--- config.mk ---
export PLATFORM = sky130hd
export DESIGN_NAME = inst_fetch_ctrl
export DESIGN_NICKNAME = d
export VERILOG_FILES = /design/src/rtl/inst_fetch_ctrl.sv
export SDC_FILE = /design/constraint.sdc
export NUM_CORES = 1
export LEC_CHECK = 0
export BUFFER_PORTS_ARGS = -buffer_cell sky130_fd_sc_hd__buf_2
export CAP_MARGIN = 10
export CORE_MARGIN = 3
export CORE_UTILIZATION = 35
export DETAILED_ROUTE_END_ITERATION = 8
export HOLD_SLACK_MARGIN = 0.02
export PLACE_DENSITY_LB_ADDON = 0.05
export RECOVER_POWER = 25
export SYNTH_ARGS = -nofsm -noshare
export SYNTH_HDL_FRONTEND = slang
export SYNTH_SLANG_ARGS = --single-unit
--- constraint.sdc ---
create_clock -name clk -period 2.5 [get_ports clk]
set_input_delay 0.625 -clock clk [delete_from_list [all_inputs] [get_ports clk]]
set_output_delay 0.625 -clock clk [all_outputs]
set_load 0.02 [all_outputs]
--- src/rtl/inst_fetch_ctrl.sv ---
// Fetch/execute sequencer: drives the instruction ROM, waits on its ready handshake,
// and presents each latched instruction to decode as a one-cycle execute slot.
module inst_fetch_ctrl #(
    parameter int                ADDR_W   = 32,
    parameter int                DATA_W   = 32,
    parameter int                TIMEOUT  = 16,
    parameter logic [ADDR_W-1:0] RESET_PC = '0
) (
    input  logic              clk,
    input  logic              rst,
    input  logic              rom_ready_i,
    input  logic [DATA_W-1:0] rom_data_i,
    output logic              rom_ce_o,
    output logic [ADDR_W-1:0] rom_addr_o,
    output logic [DATA_W-1:0] inst_o,
    output logic [ADDR_W-1:0] pc_o,
    output logic              inst_valid_o,
    input  logic              stall_i,
    input  logic              branch_flag_i,
    input  logic [ADDR_W-1:0] branch_target_i,
    output logic              timeout_err_o
);

    localparam int CNT_W = $clog2(TIMEOUT + 1);
    localparam logic [CNT_W-1:0] CNT_LAST = CNT_W'(TIMEOUT - 1);

    typedef enum logic [2:0] {
        S_IDLE,
        S_FETCH,
        S_EXEC,
        S_HOLD,
        S_ERROR
    } state_t;

    state_t            r_state;
    state_t            w_next;
    logic [ADDR_W-1:0] r_pc;
    logic [ADDR_W-1:0] r_pc_o;
    logic [DATA_W-1:0] r_inst;
    logic [CNT_W-1:0]  r_wait_cnt;
    logic              r_err;
    logic [ADDR_W-1:0] w_br_tgt;
    logic              w_fetch_expire;

    assign w_br_tgt       = branch_target_i & {{(ADDR_W-2){1'b1}}, 2'b00};
    assign w_fetch_expire = (r_wait_cnt == CNT_LAST);

    always_ff @(posedge clk) begin
        if (!rst) r_state <= S_IDLE;
        else      r_state <= w_next;
    end

    always_comb begin
        w_next = r_state;
        case (r_state)
            S_IDLE:  w_next = stall_i ? S_HOLD : S_FETCH;
            S_FETCH: begin
                if (rom_ready_i)         w_next = S_EXEC;
                else if (w_fetch_expire) w_next = S_ERROR;
            end
            S_EXEC:  w_next = stall_i ? S_HOLD : S_FETCH;
            S_HOLD:  if (!stall_i) w_next = S_FETCH;
            S_ERROR: w_next = S_ERROR;
            default: w_next = S_IDLE;
        endcase
    end

    always_comb begin
        rom_ce_o     = (r_state == S_FETCH);
        inst_valid_o = (r_state == S_EXEC);
    end

    // The wait counter only runs in FETCH, so every fetch starts its timeout from zero.
    always_ff @(posedge clk) begin
        if (!rst) begin
            r_pc       <= RESET_PC;
            r_pc_o     <= RESET_PC;
            r_inst     <= '0;
            r_wait_cnt <= '0;
            r_err      <= 1'b0;
        end else begin
            case (r_state)
                S_FETCH: begin
                    if (rom_ready_i) begin
                        r_inst     <= rom_data_i;
                        r_pc_o     <= r_pc;
                        r_wait_cnt <= '0;
                    end else begin
                        r_wait_cnt <= r_wait_cnt + CNT_W'(1);
                        if (w_fetch_expire) r_err <= 1'b1;
                    end
                end
                S_EXEC: begin
                    r_pc       <= branch_flag_i ? w_br_tgt : r_pc + ADDR_W'(4);
                    r_wait_cnt <= '0;
                end
                default: r_wait_cnt <= '0;
            endcase
        end
    end

    assign rom_addr_o    = r_pc;
    assign inst_o        = r_inst;
    assign pc_o          = r_pc_o;
    assign timeout_err_o = r_err;

endmodule

==> results.yml, run 1 <==
logic_synthesis:
  synth_edf_count: 0
  post_synth.cell_area_avg_um2: 7.62
  synth_area_mm2: 0.00451
  yosysWarningCount: 0
  ys_async_rst_share: 0
  synth_flop_cell: "sky130_fd_sc_hd__dfxtp_1"
  synth_cells: 592
  yosys.cell_types.count: 56
  synth-seq-area-share: 0.448
  synth.ff_latch_count: 101
setup_path:
  cpMaxStageDelayCell: "sky130_fd_sc_hd__or4_4"
  reg2reg_slack_ns: 0.28
  critPathTopFamily: "simple AND/OR/NAND/NOR gates"
  crit_path_cell_trace: "ha_1 -> nand4_2 -> or4_4 -> nor3_4 -> a21oi_1 -> a311o_1"
  critical_path.reg2reg.startpoint: "rom_addr_o[2]"
  worstPathRequired_ns: 2.73
  regToRegEndpoint: "rom_addr_o[28]"
  max_stage_delay_ns: 0.68
  crit_fanout: 12
  worst_setup_end_kind: "flip-flop"
  crit_arrival_ns: 2.45
  worst_setup_path_start_kind: "flip-flop"
  worst-r2r-cell-count: 6
  criticalPathCategory: "reg -> reg"
  worst-path-buf-inv: 0
pwr:
  internal_power_mw: 2.48
  worst_ir_drop_vdd_v: 0.000259
  power_switching_share: 0.268
  power-per-cell-area_mw_per_mm2: 596
  seq_power_share: 0.506
  leakagePower_nw: 2.23
  power.net_switching_uw: 910
  share_comb_of_total_power: 0.125
  clockPowerShare: 0.369
clock_network:
  cts_inserted_buffers: 9
  cts_hold_buffers: 0
  cts_tree: "yes"
  clock_slew_seen_by_the_registers_of_the_worst_setup_and_hold_paths_ns: 0.07
  clk-insertion-delay-late_ns: 0.34
  post_cts.resized_instances: 0
  cts_setup_buffers: 0
  cts-htree-levels: 3
  clock_tree.buffer_depth: 2
  numClockSinks: 101
  cts-root-buf: "sky130_fd_sc_hd__clkbuf_16"
grt:
  wire_length_of_the_first_global_routing_pass_um: 21900
  gr-total-overflow: 0
  grtUsageTotal: 0.186
  first_global_vias: 4275
  largest_net_degree_at_the_start_of_global_routing: 63
  antenna_found_initial: 0
floorplanning:
  initial_core_util: 0.367
  core_box_area_mm2: 0.0123
  die-width_um: 120
  fp.dieH_um: 120
  die-area_mm2: 0.0143
  pin_count: 168
  placement_rows: 40
place:
  estimated_wirelength_of_the_detail_placed_design_um: 9420
  port_buffers: 161
  globalplace.congestion: 0.810
timing:
  setup_viol: 0
  timing.final.crit_share: 0.888
  timing.setup.tns_ns: 0
  unrepaired_setup_endpoints_after_global_routing: "no"
  slew_viol_final: 0
  finalWorstPathRequiredPeriod_ns: 2.22
  max_clock_freq_mhz: 451
  timing.slew.headroom: 0.365
  worst_pin_slew_ns: 0.953
  hold_viol_final: 0
  worst_clock_skew_ns: 0.00641
status:
  outcome: "completed"
job:
  maxCapViolations: 0
layout:
  area_growth_syn_to_layout_pct: 26.2
  layout_common_cells: "sky130_fd_sc_hd__nand2_1, sky130_fd_sc_hd__buf_2, sky130_fd_sc_hd__dfxtp_1, sky130_fd_sc_hd__a21oi_1, sky130_fd_sc_hd__clkbuf_1"
  most_common_cell_after_layout_fill_and_taps_aside: "sky130_fd_sc_hd__nand2_1"
  nFillCells: 1320
  antenna-diode-count: 0
  final_net_count: 809
  postLayoutCoreUtil: 0.463
  layout-drive-gt1-share: 0.208
hold_path:
  min_delay_worst_endpoint: "inst_o[30]"
  min_path_type: "reg -> reg"
  min-delay-start: "inst_o[30]"
  min_path_cells: 2
route:
  avgRoutedWirePerCell_um: 14.8
  dr_total_vias: 4629
  initialDrtViolationCount: 313
  detail_route.wirelength_um: 13400
  firstDrtPassIters: 4
  ant_nets: 0
  drc: 0
  route.detailed.vias_per_inst: 5.09
[how the worst max path moves through the flow]
| stage | from | to | slack, ns | cells after the start |
|---|---|---|---|---|
| floorplan | rom_addr_o[2] | rom_addr_o[28] | 0.25 | 6 |
| global placement | rom_addr_o[2] | rom_addr_o[28] | 0.31 | 6 |
| detailed placement | rom_addr_o[2] | rom_addr_o[28] | 0.28 | 6 |
| CTS | rom_addr_o[2] | rom_addr_o[28] | 0.28 | 6 |
| global route | rom_addr_o[2] | rom_addr_o[28] | 0.07 | 6 |
| finish | rom_addr_o[2] | rom_addr_o[28] | 0.28 | 6 |
[cells in the mapped netlist, types with 4 or more instances]
cell type / n / area [um2]
sky130_fd_sc_hd__a21oi_1: 87 / 435
sky130_fd_sc_hd__mux2i_1: 6 / 60.1
sky130_fd_sc_hd__nand4_1: 7 / 43.8
sky130_fd_sc_hd__clkbuf_1: 39 / 146
sky130_fd_sc_hd__and2_1: 4 / 25.0
sky130_fd_sc_hd__dfxtp_1: 101 / 2020
sky130_fd_sc_hd__nor3_1: 17 / 85.1
sky130_fd_sc_hd__nor4_1: 8 / 50.1
sky130_fd_sc_hd__o31ai_1: 4 / 30.0
sky130_fd_sc_hd__and4_1: 4 / 35.0
sky130_fd_sc_hd__nand2_1: 161 / 604
sky130_fd_sc_hd__o21ai_0: 19 / 95.1
sky130_fd_sc_hd__buf_4: 4 / 30.0
sky130_fd_sc_hd__buf_2: 4 / 20.0
sky130_fd_sc_hd__a31oi_1: 5 / 31.3
sky130_fd_sc_hd__and3_1: 9 / 56.3
sky130_fd_sc_hd__nand3_1: 21 / 105
sky130_fd_sc_hd__nor2_1: 24 / 90.1
sky130_fd_sc_hd__inv_1: 9 / 33.8
sky130_fd_sc_hd__a32o_1: 4 / 40.0
[cells by family after synthesis]
group                      share of synthesized area
other                                       0.000831
and+or+nand+nor                                0.275
adders and majority gates                    0.00832
buffers and inverters                         0.0563
DFF                                            0.448
AOI/OAI and AO/OA                              0.194
muxes                                         0.0133
xor gates and xnor gates                     0.00388
[routing by layer]
layer,GRT usage,wire length (um),up-vias
met4,0.0558,166,0
met3,0.0316,666,10
li1,-,-,2341
met1,0.266,6570,2156
met5,0,0,-
met2,0.290,6020,122
[tightest hold or removal path: stages, from the launching register on]
cell	delay [ns]
sky130_fd_sc_hd__dfxtp_1	0.31
sky130_fd_sc_hd__nand2_1	0.05
sky130_fd_sc_hd__a21oi_1	0.05
[layout make-up]
type / instances / area [um2] / area share
multi-input combinational: 434 / 2260 / 0.396
sequential: 101 / 2020 / 0.355
timing repair buffer: 180 / 911 / 0.160
clock buffer: 14 / 244 / 0.0428
tap: 168 / 210 / 0.0369
inverter: 11 / 41.3 / 0.00725
clock inverter: 1 / 8.76 / 0.00154
[flip-flops by register name, summed over array words and instances (netlist names)]
signal / flops
inst_o: 32
pc_o: 30
rom_addr_o: 30
r_wait_cnt: 5
r_state: 3
timeout_err_o: 1
[per-stage QoR]
stage                     power (mW)  hold WS, ns  setup slack (ns)  instances  instance area (um2)
after global placement          2.18        0.429             0.310        894                 5500
final                           3.39        0.451             0.281        909                 5690
after CTS                       3.45        0.452             0.276        909                 5760
after global routing            3.57        0.471            0.0722        909                 5690
after detailed placement        2.19        0.443             0.285        894                 5500
after floorplan                 2.01        0.418             0.246        595                 4520
[power groups by stage]
| stage | Combinational, mW | Sequential (mW) | Clock [mW] |
|---|---|---|---|
| after floorplan | 0.202 | 1.80 | 0 |
| after global placement | 0.431 | 1.75 | 0 |
| after detailed placement | 0.436 | 1.75 | 0 |
| after CTS | 0.437 | 1.72 | 1.29 |
| after global routing | 0.470 | 1.73 | 1.37 |
| final | 0.425 | 1.72 | 1.25 |
No activity file was read; power rests on OpenSTA's default activity.
==> run 2, diff against run 1 <==
--- a/config.mk
+++ b/config.mk
@@ -9,6 +9,7 @@
 export CAP_MARGIN = 10
 export CORE_MARGIN = 3
 export CORE_UTILIZATION = 35
+export CTS_BUF_LIST = sky130_fd_sc_hd__clkbuf_8
 export DETAILED_ROUTE_END_ITERATION = 8
 export HOLD_SLACK_MARGIN = 0.02
 export PLACE_DENSITY_LB_ADDON = 0.05
==> run 2 against run 1 <==
Compared with the run above:
- cell count did not move
- critical path type unchanged
- critical path depth unchanged
- count of clock-buffer cells in the layout down 5
==> results.yml, run 2 (same netlist as run 1, synthesis figures left out) <==
status:
  outcome: "completed"
floorplanning:
  initial_core_util: 0.367
  die-area_mm2: 0.0143
  fp.dieH_um: 120
  core_box_area_mm2: 0.0123
  die-width_um: 120
  pin_count: 168
  placement_rows: 40
hold_path:
  min_path_type: "reg -> reg"
  min_path_cells: 2
  min-delay-start: "inst_o[30]"
  min_delay_worst_endpoint: "inst_o[30]"
setup_path:
  crit_arrival_ns: 2.49
  critical_path.reg2reg.startpoint: "rom_addr_o[2]"
  reg2reg_slack_ns: 0.28
  worst_setup_path_start_kind: "flip-flop"
  worstPathRequired_ns: 2.77
  worst_setup_end_kind: "flip-flop"
  cpMaxStageDelayCell: "sky130_fd_sc_hd__or4_4"
  crit_path_cell_trace: "ha_1 -> nand4_2 -> or4_4 -> nor3_4 -> a21oi_1 -> a311o_1"
  worst-path-buf-inv: 0
  crit_fanout: 12
  criticalPathCategory: "reg -> reg"
  critPathTopFamily: "simple AND/OR/NAND/NOR gates"
  regToRegEndpoint: "rom_addr_o[28]"
  worst-r2r-cell-count: 6
  max_stage_delay_ns: 0.67
timing:
  finalWorstPathRequiredPeriod_ns: 2.22
  slew_viol_final: 0
  max_clock_freq_mhz: 450
  timing.setup.tns_ns: 0
  unrepaired_setup_endpoints_after_global_routing: "no"
  timing.final.crit_share: 0.889
  setup_viol: 0
  worst_clock_skew_ns: 0.0116
  timing.slew.headroom: 0.339
  worst_pin_slew_ns: 0.992
  hold_viol_final: 0
place:
  port_buffers: 161
  place.detailed.instances: 894
  globalplace.congestion: 0.810
  estimated_wirelength_of_the_detail_placed_design_um: 9420
route:
  drc: 0
  dr_total_vias: 4599
  initialDrtViolationCount: 285
  route.detailed.vias_per_inst: 5.06
  detail_route.wirelength_um: 13400
  ant_nets: 0
  firstDrtPassIters: 4
  avgRoutedWirePerCell_um: 14.8
layout:
  layout-drive-gt1-share: 0.217
  nFillCells: 1325
  area_growth_syn_to_layout_pct: 24.1
  non_filler_instance_count_after_layout: 909
  most_common_cell_after_layout_fill_and_taps_aside: "sky130_fd_sc_hd__nand2_1"
  layout_common_cells: "sky130_fd_sc_hd__nand2_1, sky130_fd_sc_hd__buf_2, sky130_fd_sc_hd__dfxtp_1, sky130_fd_sc_hd__a21oi_1, sky130_fd_sc_hd__clkbuf_1"
  postLayoutCoreUtil: 0.455
  antenna-diode-count: 0
  largest_reg_flops: 32
  final_net_count: 809
clock_network:
  cts_setup_buffers: 0
  clock_slew_seen_by_the_registers_of_the_worst_setup_and_hold_paths_ns: 0.09
  numClockSinks: 101
  cts_hold_buffers: 0
  cts-root-buf: "sky130_fd_sc_hd__clkbuf_8"
  post_cts.resized_instances: 0
  clock_tree.buffer_depth: 2
  clk-insertion-delay-late_ns: 0.38
  cts-htree-levels: 3
  cts_inserted_buffers: 9
  cts_tree: "yes"
grt:
  largest_net_degree_at_the_start_of_global_routing: 63
  gr-total-overflow: 0
  wire_length_of_the_first_global_routing_pass_um: 21900
  grtUsageTotal: 0.187
  first_global_vias: 4274
  antenna_found_initial: 0
pwr:
  worst_ir_drop_vdd_v: 0.000246
  totalPowerFinal_mw: 3.03
  leakagePower_nw: 2.23
  power-per-cell-area_mw_per_mm2: 541
job:
  maxCapViolations: 0
[run 2: worst max path at each step]
stage | from | endpoint | depth (start not counted)
after floorplan | rom_addr_o[2] | rom_addr_o[28] | 6
after global placement | rom_addr_o[2] | rom_addr_o[28] | 6
after detailed placement | rom_addr_o[2] | rom_addr_o[28] | 6
after CTS | rom_addr_o[2] | rom_addr_o[28] | 6
after global routing | rom_addr_o[2] | rom_addr_o[28] | 6
final | rom_addr_o[2] | rom_addr_o[28] | 6
[run 2: where the power goes]
| group | switching, mW | internal, mW |
|---|---|---|
| registers | 0.0543 | 1.66 |
| logic | 0.277 | 0.148 |
| clock network | 0.546 | 0.342 |
[run 2: final cells by class]
type	count	area [um2]	share of cell area
multi-input cells	434	2260	0.403
flip-flops and latches	101	2020	0.361
repair buffers	180	920	0.164
well taps	168	210	0.0375
clock buffers	9	124	0.0221
inverters	11	41.3	0.00737
clock inverters	6	27.5	0.00491
[run 2: through the flow]
stage	instance area [um2]	hold slack, ns	worst slack (ns)
after floorplan	4520	0.418	0.246
final	5600	0.455	0.276
after global placement	5500	0.429	0.310
after global routing	5600	0.462	0.0622
after CTS	5660	0.457	0.272
after detailed placement	5500	0.443	0.285
[run 2: layer usage]
metal	global-route usage	vias up	part of all wire
li1	-	2341	-
met3	0.0316	14	0.057
met4	0.0680	0	0.018
met2	0.286	124	0.45
met5	0	-	0
met1	0.265	2120	0.48
[run 2: worst min-delay path: cells and delay by family (launching register included)]
family | cells | cell delay (ns)
AO/OA/AOI/OAI | 1 | 0.05
AND/OR/NAND/NOR | 1 | 0.05
flip-flops | 1 | 0.32
